<file path="src/rtl/cmd_streamer.sv">
// cmd_streamer: scans the command memory and streams each entry's
// OLED acceleration bytes to the SPI transmitter, with a post-draw gap.
module cmd_streamer #(
  parameter int N_ENTRIES  = 8,
  parameter int ADDR_W     = 3,
  parameter int GAP_CYCLES = 100
) (
  input  logic              clk,
  input  logic              rst,
  input  logic              start,
  output logic              rd_en,
  output logic [ADDR_W-1:0] rd_addr,
  input  logic [95:0]       rd_data,
  output logic [7:0]        byte_out,
  output logic              byte_valid,
  input  logic              byte_ready,
  output logic              busy,
  output logic              done
);

  localparam int GW = (GAP_CYCLES > 0) ?
    $clog2(GAP_CYCLES + 1) : 1;

  typedef enum logic [2:0] {
    IDLE, FETCH, LOAD, SEND, GAP, NEXT
  } state_t;

  state_t            state;
  logic [ADDR_W-1:0] cnt;
  logic [95:0]       hold;
  logic [3:0]        idx;
  logic [3:0]        nbytes;
  logic [GW-1:0]     gap_cnt;
  logic [3:0]        ld_len;
  logic              unused_hold;

  assign unused_hold = ^hold[95:93];

  function automatic logic [3:0] class_len(
    input logic [3:0] c
  );
    case (c)
      4'd1:    return 4'd5;
      4'd2:    return 4'd7;
      4'd3:    return 4'd8;
      4'd4:    return 4'd13;
      default: return 4'd0;
    endcase
  endfunction

  // Class 4 prepends the 0x26 prefix and the fill flag byte.
  function automatic logic [7:0] byte_at(
    input logic [92:0] w,
    input logic [3:0]  i
  );
    logic [87:0] sh;
    logic [3:0]  j;
    j = i;
    if (w[91:88] == 4'd4) begin
      if (i == 4'd0) return 8'h26;
      if (i == 4'd1) return {7'b0, w[92]};
      j = i - 4'd2;
    end
    sh = w[87:0] << {j, 3'b000};
    return sh[87:80];
  endfunction

  assign ld_len = class_len(rd_data[91:88]);

  always_ff @(posedge clk or posedge rst) begin
    if (rst) begin
      state      <= IDLE;
      cnt        <= '0;
      hold       <= '0;
      idx        <= '0;
      nbytes     <= '0;
      gap_cnt    <= '0;
      rd_en      <= 1'b0;
      rd_addr    <= '0;
      byte_out   <= '0;
      byte_valid <= 1'b0;
      busy       <= 1'b0;
      done       <= 1'b0;
    end else begin
      done  <= 1'b0;
      rd_en <= 1'b0;
      case (state)
        IDLE: begin
          if (start && !done) begin
            state   <= FETCH;
            cnt     <= '0;
            rd_en   <= 1'b1;
            rd_addr <= '0;
            busy    <= 1'b1;
          end
        end
        FETCH: state <= LOAD;
        LOAD: begin
          hold   <= rd_data;
          nbytes <= ld_len;
          idx    <= '0;
          if (ld_len == 4'd0) begin
            state <= NEXT;
          end else begin
            state      <= SEND;
            byte_valid <= 1'b1;
            byte_out   <= byte_at(rd_data[92:0], 4'd0);
          end
        end
        SEND: begin
          if (byte_ready) begin
            if (idx == nbytes - 4'd1) begin
              byte_valid <= 1'b0;
              gap_cnt    <= '0;
              state      <= (GAP_CYCLES == 0) ? NEXT : GAP;
            end else begin
              idx      <= idx + 4'd1;
              byte_out <= byte_at(hold[92:0], idx + 4'd1);
            end
          end
        end
        GAP: begin
          if (gap_cnt == GW'(GAP_CYCLES - 1)) state <= NEXT;
          else gap_cnt <= gap_cnt + 1'b1;
        end
        NEXT: begin
          if (cnt == ADDR_W'(N_ENTRIES - 1)) begin
            done  <= 1'b1;
            busy  <= 1'b0;
            state <= IDLE;
          end else begin
            cnt     <= cnt + 1'b1;
            rd_addr <= cnt + 1'b1;
            rd_en   <= 1'b1;
            state   <= FETCH;
          end
        end
        default: state <= IDLE;
      endcase
    end
  end

endmodule

</file>
<file path="config.mk">
export PLATFORM = sky130hd
export DESIGN_NAME = cmd_streamer
export DESIGN_NICKNAME = d
export VERILOG_FILES = /design/src/rtl/cmd_streamer.sv
export SDC_FILE = /design/constraint.sdc
export NUM_CORES = 1
export LEC_CHECK = 0
export ABC_AREA = 1
export CAP_MARGIN = 20
export CELL_PAD_IN_SITES_DETAIL_PLACEMENT = 1
export CELL_PAD_IN_SITES_GLOBAL_PLACEMENT = 1
export CORE_MARGIN = 2
export CORE_UTILIZATION = 31
export CTS_CLUSTER_DIAMETER = 30
export CTS_CLUSTER_SIZE = 40
export DETAILED_ROUTE_END_ITERATION = 10
export PLACE_DENSITY_LB_ADDON = 0.1
export SLEW_MARGIN = 40
export SYNTH_ARGS = -nofsm -noshare
export SYNTH_HDL_FRONTEND = slang
export SYNTH_SLANG_ARGS = --single-unit
</file>
<file path="constraint.sdc">
create_clock -name clk -period 5.7 [get_ports clk]
set_input_delay 1.14 -clock clk [delete_from_list [all_inputs] [get_ports clk]]
set_output_delay 1.14 -clock clk [all_outputs]
set_load 0.02 [all_outputs]
</file>
==> out/results.ini, run 1 <==
[timing]
fin_worst_skew_ns=0.00481
fin_tns_setup_ns=0
finalSetupViolations=0
slew_violations=0
tightest_slew_ns=0.756
fin_crit_ns=3.28
fmax_mhz=305
rsz0062_at_grt=false
slew-limit-headroom_pct=49.6
period_share_pct=57.5
fin_hold_ws_ns=0.467
hold_violations=0

[synth]
synth-simple-area-share_pct=30.5
syn_nets=941
yosys.area_share.xor_xnor_pct=1.64
synth_compound_area_share_pct=9.66
synthFlopType=dfrtp_1
syn_area_mm2=0.00634
ys_ff_latch=125
synth_top_family_by_area=simple AND/OR/NAND/NOR gates
synth_edf_count=0
yosysSeqAreaShare_pct=49.4
yosys_warnings=0
synth.distinct_cells=42
yosys.area_share.adder_pct=1.78
avgSynthCellArea_um2=7.62
ys_async_sr_fraction_pct=100
syn_inst=832
synthMuxAreaShare_pct=0.790

[worst_setup_path]
critPathSlowestCell=buf_4
worst_setup_path_start_kind=register
arrival_ns=3.58
worstPathRequired_ns=6.00
endpoint_kind=register
worstPathCellList=buf_4, ha_1, xnor2_2, o211ai_2, nand2_1, nand2_1, nand2_1, o21ai_0, nand2_1, a21oi_1, nand2_1, a21oi_2
critPathMaxFanout=69
critical-path-top-delay-family=simple AND/OR/NAND/NOR gates
rr_startpoint=idx[0]
critical_path_class=reg -> reg
cp_num_buf_inv=1
slowest_delay_ns=0.59
critPathLaunch=idx[0]
cp_common_cell=nand2_1

[clock_network]
cts_made_buffers=17
clockBufferDepth=2
clk_latency_ns=0.42
clock-sinks=125
cts_tree=built
htree_levels=4
clk_pin_slew_worst_paths_ns=0.06
postCtsResizedCells=0
cts_root_buf=clkbuf_16
cts_setup_buffers=0
holdBufCountCts=0

[power_and_ir_drop]
netSwitchingFraction_pct=39.7
p_comb_share_pct=39.6
power_w=0.00443
clockPowerShare_pct=26.0
power.leakage_nw=3.96
p_sw_w=0.00176
p_per_area_mw_per_mm2=534
seq_power_share_pct=34.4
power.internal_w=0.00267
ir_drop_mv=0.305

[run]
max-cap-violations=0

[final_layout]
final_cells=1212
final_cell_mix=359 x nand2_1, 124 x dfrtp_1, 111 x clkdlybuf4s50_1, 64 x nor2_1, 57 x o21ai_0
nFillCells=2480
diodes=0
stdcell_area_mm2=0.00830
ff_latch_area_mm2=0.00313
drive_gt1_share_pct=7.22
multi_input_area_mm2=0.00282
fin_nets=1039
syn_to_final_growth_pct=31.0
layout.cells.most_common=nand2_1

[min_path]
hp-class=reg -> reg
hold_path.startpoint=hold[74]

[routing]
vias=5657
drtIter0Drc=284
vias_per_cell=4.67
drt_first_pass_iters=4
drc=0
wl_per_cell_um=15.4
antenna_left=0
wl_mm=18.7

[floorplanning]
die_y_um=147
pin_count=115
core_mm2=0.0202
fp.dieW_um=147
num_rows=52
dieArea_mm2=0.0216
start_util_pct=31.4

[placed_design]
dp_cells=1181
portBuffers=111
gp_congestion=0.793
post-dp-hpwl_mm=13.3
dpl_cell_area_mm2=0.00767

[global_route]
grtUsageTotal_pct=18.3
grt_start_max_net_pins=114
gr-total-overflow=0
grt_pass1_wl_mm=31.2
antenna_found_initial=0
grt_pass1_vias=6256

[status]
status=finished clean

[sequential cells by signal, summed over array words and instances (netlist names), 3 cells and up]
signal,cells
state,3
cnt,3
byte_out,8
hold,93
nbytes,3
gap_cnt,7
idx,4
[power by group through the flow]
stage	Clock, W	Sequential [W]	Combinational [W]
after floorplan	0	0.00153	0.00117
after global placement	0	0.00153	0.00172
after detailed placement	0	0.00154	0.00178
after CTS	0.00118	0.00153	0.00179
after global routing	0.00122	0.00157	0.00202
final	0.00115	0.00152	0.00175
[worst register-to-register path: cells and delay by family (launching register included)]
| kind | cells | cell delay (ns) |
|---|---|---|
| xor+xnor | 1 | 0.19 |
| simple gates | 5 | 1.00 |
| buf+inv | 1 | 0.59 |
| flops | 1 | 0.36 |
| compound gates | 4 | 0.70 |
| fa+ha+maj | 1 | 0.34 |
[per-stage QoR]
step / utilization, % / worst slack, ns
after global routing: 41.1 / 2.15
after global placement: 38.0 / 2.38
after floorplan: - / 1.23
after detailed placement: 38.0 / 2.32
final: 41.1 / 2.42
after CTS: 41.1 / 2.37
[cell usage after synthesis, types with 3 or more instances]
cell type / number / area [µm²]
xnor2_1: 5 / 43.8
nand2_1: 359 / 1350
buf_1: 3 / 11.3
o22ai_1: 4 / 25.0
ha_1: 9 / 113
nor3_1: 5 / 25.0
dfrtp_1: 125 / 3130
nand3_1: 33 / 165
o21a_1: 3 / 22.5
clkbuf_1: 25 / 93.8
xor2_1: 5 / 43.8
mux2i_1: 5 / 50.1
a21oi_1: 14 / 70.1
nor2_1: 66 / 248
nand3_2: 4 / 40.0
buf_2: 7 / 35.0
nand4_1: 3 / 18.8
a21oi_2: 5 / 43.8
inv_2: 7 / 26.3
o21ai_1: 12 / 60.1
o21ai_0: 57 / 285
inv_1: 51 / 191
o31ai_1: 4 / 30.0
[layout make-up]
class,count,share of cell area [%]
Clock buffer,20,5.50
Clock inverter,11,2.01
Inverter,59,2.71
Sequential cell,125,37.7
Timing Repair Buffer,116,14.0
Multi-Input combinational cell,611,34.0
Tap cell,270,4.07
[cells by family after synthesis]
kind of cell    count (synthesis)
compound gates                107
flops                         125
simple gates                  479
xor+xnor                       11
buf+inv                        96
mux                             5
fa+ha+maj                       9
[path summary, 6_finish.rpt]
check,to,slack [ns],cells past startpoint
min reg2reg,hold[74],0.47,2
max,byte_out[3],2.42,12
min,hold[74],0.47,2
max reg2reg,byte_out[3],2.42,12
min in group asynchronous,hold[57],1.12,2
max in group asynchronous,hold[45],3.49,3
[routing by layer]
metal | wire, µm | vias to the layer above | global-route usage [%] | share of wire [%]
met1 | 8440 | 2743 | 22.8 | 45
li1 | - | 2815 | - | -
met5 | 0 | - | 0 | 0
met3 | 634 | 16 | 4.50 | 3.4
met2 | 9400 | 83 | 32.1 | 50
met4 | 223 | 0 | 4.13 | 1.2
(Power assumes the default switching activity.)
==> inputs of run 2 (changes only) <==
- clock period: 5.7 -> 2.9 ns (I/O delays scaled with it)
==> out/results.ini, run 2 (synthesis gave the netlist of run 1 again) <==
[status]
status=finished clean

[worst_setup_path]
worst_setup_path_start_kind=register
arrival_ns=2.80  ; -0.78 ns
critPathMaxFanout=14  ; -80%
worstPathRequired_ns=3.24  ; -2.76 ns
critical_path_class=reg -> reg
endpoint_kind=register

[final_layout]
final_cell_mix=359 x nand2_1, 124 x dfrtp_1, 111 x clkdlybuf4s50_1, 65 x nor2_1, 57 x o21ai_0
drive_gt1_share_pct=8.19  ; +0.97 points
fin_nets=1049  ; +0.96%
ff_latch_area_mm2=0.00313  ; unchanged
diodes=0  ; unchanged
nFillCells=2456  ; -0.97%
multi_input_area_mm2=0.00282  ; about the same
layout.cells.most_common=nand2_1
fin_util_pct=41.6  ; +0.50 points
largest-register=hold
syn_to_final_growth_pct=32.5
final_cells=1222  ; +0.83%
largest_register_ff_count=93  ; unchanged
top_regs=hold: 93 flops, byte_out: 8 flops, gap_cnt: 7 flops

[timing]
slew_violations=0  ; unchanged
period_share_pct=84.9  ; +27 points
slew-limit-headroom_pct=51.9  ; +2.3 points
fin_hold_ws_ns=0.466  ; -0.000638 ns
tightest_slew_ns=0.712  ; -0.0438 ns
fin_tns_setup_ns=0  ; unchanged
hold_violations=0  ; unchanged
fmax_mhz=406  ; +33%
fin_crit_ns=2.46  ; -0.816 ns
fin_ws_ns=0.438  ; -1.98 ns
rsz0062_at_grt=false
finalSetupViolations=0  ; unchanged
fin_worst_skew_ns=0.00874  ; +0.00393 ns

[global_route]
grtUsageTotal_pct=18.5  ; +0.19 points
grt_pass1_wl_mm=31.6  ; +1.2%
gr-total-overflow=0  ; unchanged
antenna_found_initial=0  ; unchanged
grt_start_max_net_pins=114  ; unchanged
grt_pass1_vias=6250  ; -0.096%

[clock_network]
postCtsResizedCells=0  ; unchanged
clk_latency_ns=0.42  ; about the same
cts_made_buffers=17  ; unchanged
clk_pin_slew_worst_paths_ns=0.06  ; about the same
cts_root_buf=clkbuf_16
cts_setup_buffers=0  ; unchanged
htree_levels=4  ; unchanged
clock-sinks=125  ; unchanged
clockBufferDepth=2  ; unchanged
cts_tree=built
holdBufCountCts=0  ; unchanged

[min_path]
hp-class=reg -> reg

[placed_design]
gp_congestion=0.799  ; +0.69%
portBuffers=111  ; unchanged
post-dp-hpwl_mm=13.9  ; +3.9%
dp_cells=1190  ; +0.76%
pre_cts_slack_ns=0.203  ; -2.12 ns

[routing]
routed.top_layer=met4
vias=5718  ; +1.1%
wl_met2_mm=9.47  ; +0.76%
drt_first_pass_iters=6  ; +2
wl_per_cell_um=15.4  ; -0.26%
drtIter0Drc=233  ; -18%
wl_mm=18.8  ; +0.56%
met3_length_um=617  ; -2.7%
drc=0  ; unchanged
vias_per_cell=4.68  ; +0.25%
antenna_left=0  ; unchanged
drt-met1-wl_mm=8.47  ; +0.33%

[power_and_ir_drop]
netSwitchingFraction_pct=40.4  ; +0.74 points
clockPowerShare_pct=24.9  ; -1.1 points
ir_drop_mv=0.322  ; +5.4%
p_sw_w=0.00352  ; +100%
power.internal_w=0.00519  ; +94%
power.leakage_nw=4.01  ; +1.4%
seq_power_share_pct=34.5  ; about the same
p_per_area_mw_per_mm2=1040  ; +94%
p_comb_share_pct=40.6  ; +1.0 points

[floorplanning]
die_y_um=147  ; unchanged
pin_count=115  ; unchanged
dieArea_mm2=0.0216  ; unchanged
core_mm2=0.0202  ; unchanged
num_rows=52  ; unchanged
fp.dieW_um=147  ; unchanged
start_util_pct=31.4  ; unchanged

[run]
max-cap-violations=0  ; unchanged

-- run 2: cell types whose count changed in the layout (fill, tap and decap cells not counted), moves of 3 or more --
cell      previous run  this run
buf_4                3        10
buf_12               0         3
clkbuf_8             3         0
clkinv_4             1         6
-- run 2: cell type report --
type	instances	area share, %
clock buffers	17	5.07
flip-flops and latches	125	37.3
repair buffers	126	15.3
multi-input cells	611	33.6
clock inverters	14	2.06
inverters	59	2.70
well taps	270	4.02
-- run 2: power by group through the flow --
stage / Clock (W) / Sequential [W] / Combinational (W)
finish: 0.00217 / 0.00301 / 0.00353
global route: 0.00230 / 0.00312 / 0.00407
CTS: 0.00223 / 0.00302 / 0.00359
detailed placement: 0 / 0.00304 / 0.00356
global placement: 0 / 0.00301 / 0.00341
floorplan: 0 / 0.00300 / 0.00230
-- run 2: stage by stage --
| stage | instance area, µm² | power, W |
|---|---|---|
| 6_report | 8400 | 0.00871 |
| 5_1_grt | 8400 | 0.00948 |
| 4_1_cts | 8370 | 0.00884 |
| 3_5_place_dp | 7770 | 0.00660 |
| 3_3_place_gp | 7770 | 0.00643 |
| 2_1_floorplan | 6340 | 0.00530 |
-- run 2: layer usage --
layer / up-vias / track usage, %
met5: - / 0
met4: 0 / 5.48
met3: 24 / 3.45
met2: 91 / 32.6
met1: 2766 / 23.0
li1: 2837 / -
-- run 2: path summary, 6_finish.rpt --
| path | from | endpoint | slack (ns) | depth (start not counted) |
|---|---|---|---|---|
| worst max-delay path | idx[0] | byte_out[6] | 0.44 | 12 |
| worst min-delay path | hold[57] | hold[57] | 0.47 | 2 |
| worst max register to register | idx[0] | byte_out[6] | 0.44 | 12 |
| worst min register to register | hold[57] | hold[57] | 0.47 | 2 |
| max in group asynchronous | rst | hold[47] | 1.77 | 3 |
| min in group asynchronous | rst | hold[64] | 0.52 | 2 |
-- run 2: critical path: stages, from the launching register on --
cell and delay, ns:
dfrtp_2 0.47, ha_1 0.25, xnor2_2 0.26, o211ai_2 0.21, nand2_1 0.13, nand2_1 0.07, nand2_1 0.19, buf_4 0.25
nand2_1 0.09, nand3_2 0.06, nand2_1 0.05, nand3b_1 0.20, a21oi_1 0.15
==> inputs of run 3 (changes only) <==
- clock period: 2.9 -> 2.04 ns (I/O delays scaled with it)
==> out/results.ini, run 3 (synthesis gave the netlist of run 1 again) <==
[clock_network]
clockBufferDepth=2  ; unchanged
htree_levels=4  ; unchanged
cts_made_buffers=17  ; unchanged
cts_root_buf=clkbuf_16
cts_tree=built
holdBufCountCts=0  ; unchanged
clk_pin_slew_worst_paths_ns=0.06  ; about the same
clock-sinks=125  ; unchanged
clk_latency_ns=0.42  ; about the same

[floorplanning]
start_util_pct=31.4  ; unchanged
pin_count=115  ; unchanged
fp.dieW_um=147  ; unchanged
num_rows=52  ; unchanged
core_mm2=0.0202  ; unchanged
die_y_um=147  ; unchanged
dieArea_mm2=0.0216  ; unchanged

[worst_setup_path]
slowest_delay_ns=0.45  ; -0.02 ns
critPathMaxFanout=6  ; -8
critical_path_class=reg -> reg
critical-path-top-delay-family=flip-flops
worstPathRequired_ns=2.35  ; -0.89 ns
arrival_ns=2.50  ; -0.30 ns
worstPathCellList=ha_4, xnor2_4, ha_4, inv_4, nand3_4, buf_12, nand2_8, buf_4, nand3_2, nand3b_1, a21oi_2
cp_common_cell=ha_4
cp_num_buf_inv=3  ; +2
critPathSlowestCell=dfrtp_2
endpoint_kind=register
worst_setup_path_start_kind=register

[status]
violations=negative setup slack
status=finished with violations

[timing]
fin_hold_ws_ns=0.306  ; -0.160 ns
fin_worst_skew_ns=0.00465  ; -0.00410 ns
tightest_slew_ns=0.592  ; -0.121 ns
period_share_pct=107  ; +23 points
hold_violations=0  ; unchanged
fin_ws_ns=-0.152  ; -0.590 ns
rsz0062_at_grt=true
finalSetupViolations=8  ; +8
fin_crit_ns=2.19  ; -0.270 ns
fmax_mhz=456  ; +12%
slew_violations=0  ; unchanged
slew-limit-headroom_pct=60.6  ; +8.7 points

[global_route]
antenna_found_initial=0  ; unchanged
gr-total-overflow=0  ; unchanged
grt_pass1_vias=6436  ; +3.0%
grtUsageTotal_pct=18.9  ; +0.46 points
grt_pass1_wl_mm=32.2  ; +2.0%
grt_start_max_net_pins=114  ; unchanged

[final_layout]
drive_gt1_share_pct=20.1  ; +12 points
top_regs=hold: 93 flops, byte_out: 8 flops, gap_cnt: 7 flops
layout.cells.most_common=nand2_1
final_cells=1271  ; +4.0%
largest_register_ff_count=93  ; unchanged
syn_to_final_growth_pct=45.8
largest-register=hold
fin_util_pct=45.8  ; +4.2 points
diodes=0  ; unchanged
fin_nets=1097  ; +4.6%
nFillCells=2436  ; -0.81%
final_cell_mix=337 x nand2_1, 122 x dfrtp_1, 111 x clkdlybuf4s50_1, 61 x nor2_1, 52 x o21ai_0

[power_and_ir_drop]
power_w=0.0135  ; +54%
p_per_area_mw_per_mm2=1460  ; +40%
ir_drop_mv=0.586  ; +82%
power.leakage_nw=4.34  ; +8.2%

[routing]
drt-met1-wl_mm=8.75  ; +3.3%
drc=0  ; unchanged
antenna_left=0  ; unchanged
drt_first_pass_iters=4  ; -2
vias_per_cell=4.65  ; -0.58%
wl_mm=19.9  ; +5.7%
wl_per_cell_um=15.6  ; +1.7%
met3_length_um=574  ; -7.0%
routed.top_layer=met4
drtIter0Drc=196  ; -16%
wl_met2_mm=10.3  ; +8.5%
vias=5913  ; +3.4%

[placed_design]
pre_cts_slack_ns=-0.394  ; -0.597 ns
gp_congestion=0.784  ; -1.9%
post-dp-hpwl_mm=14.2  ; +2.2%
portBuffers=111  ; unchanged
dp_cells=1223  ; +2.8%

[run]
max-cap-violations=0  ; unchanged

[min_path]
hp-class=in -> async

==> run 3: cell count changes in the layout (fill, tap and decap cells not counted), moves of 5 or more <==
| cell | change |
|---|---|
| inv_1 | -5 |
| nand3_1 | -21 |
| clkinv_4 | -5 |
| nand3_2 | +19 |
| ha_4 | +5 |
| nand2_1 | -22 |
| nand2_2 | +20 |
| o21ai_0 | -5 |
| buf_4 | +35 |
| buf_6 | +9 |
| ha_1 | -5 |
| a21oi_1 | -5 |
==> run 3: layer usage <==
| layer | up-vias | track usage (%) |
|---|---|---|
| met1 | 2879 | 22.8 |
| li1 | 2932 | - |
| met3 | 17 | 4.01 |
| met4 | 0 | 5.72 |
| met5 | - | 0 |
| met2 | 85 | 34.0 |
==> run 3: worst paths after layout <==
kind | start | end | slack [ns] | cells after the start
hold reg to reg | hold[42] | hold[42] | 0.47 | 2
max in group asynchronous | rst | hold[4] | 1.11 | 3
setup / recovery | idx[0] | byte_out[6] | -0.15 | 11
hold / removal | rst | hold[64] | 0.31 | 2
min in group clk | hold[42] | hold[42] | 0.47 | 2
setup reg to reg | idx[0] | byte_out[6] | -0.15 | 11
==> run 3: worst reg2reg max path, stage by stage (launching register included) <==
cell	delay (ns)
dfrtp_2	0.45
ha_4	0.19
xnor2_4	0.28
ha_4	0.26
inv_4	0.06
nand3_4	0.13
buf_12	0.17
nand2_8	0.10
buf_4	0.15
nand3_2	0.09
nand3b_1	0.13
a21oi_2	0.07
==> run 3: power breakdown <==
| part | switching (W) | internal (W) |
|---|---|---|
| combinational | 0.00365 | 0.00249 |
| clock | 0.00120 | 0.00183 |
| sequential | 0.000652 | 0.00364 |
==> run 3: layout make-up <==
type                    instances  area, µm²  area share, %
multi-input cells             612       3230           35.0
flip-flops and latches        125       3130           33.9
well taps                     270        338           3.66
repair buffers                173       1710           18.5
clock inverters                13        141           1.53
clock buffers                  19        443           4.79
inverters                      59        244           2.64
==> run 3: stage by stage <==
| stage | area, µm² | setup TNS (ns) |
|---|---|---|
| floorplan | 6400 | -0.494 |
| global placement | 8090 | -1.85 |
| detailed placement | 8090 | -2.99 |
| CTS | 8950 | -0.834 |
| global route | 9240 | -2.78 |
| finish | 9240 | -0.873 |
==> run 3: repair_timing <==
action | CTS | global route
resized for setup | 43 | 61
pin swaps | 30 | 22
setup buffers | 7 | 7
setup endpoints to repair | 17 | 23
cloned | 2 | 0
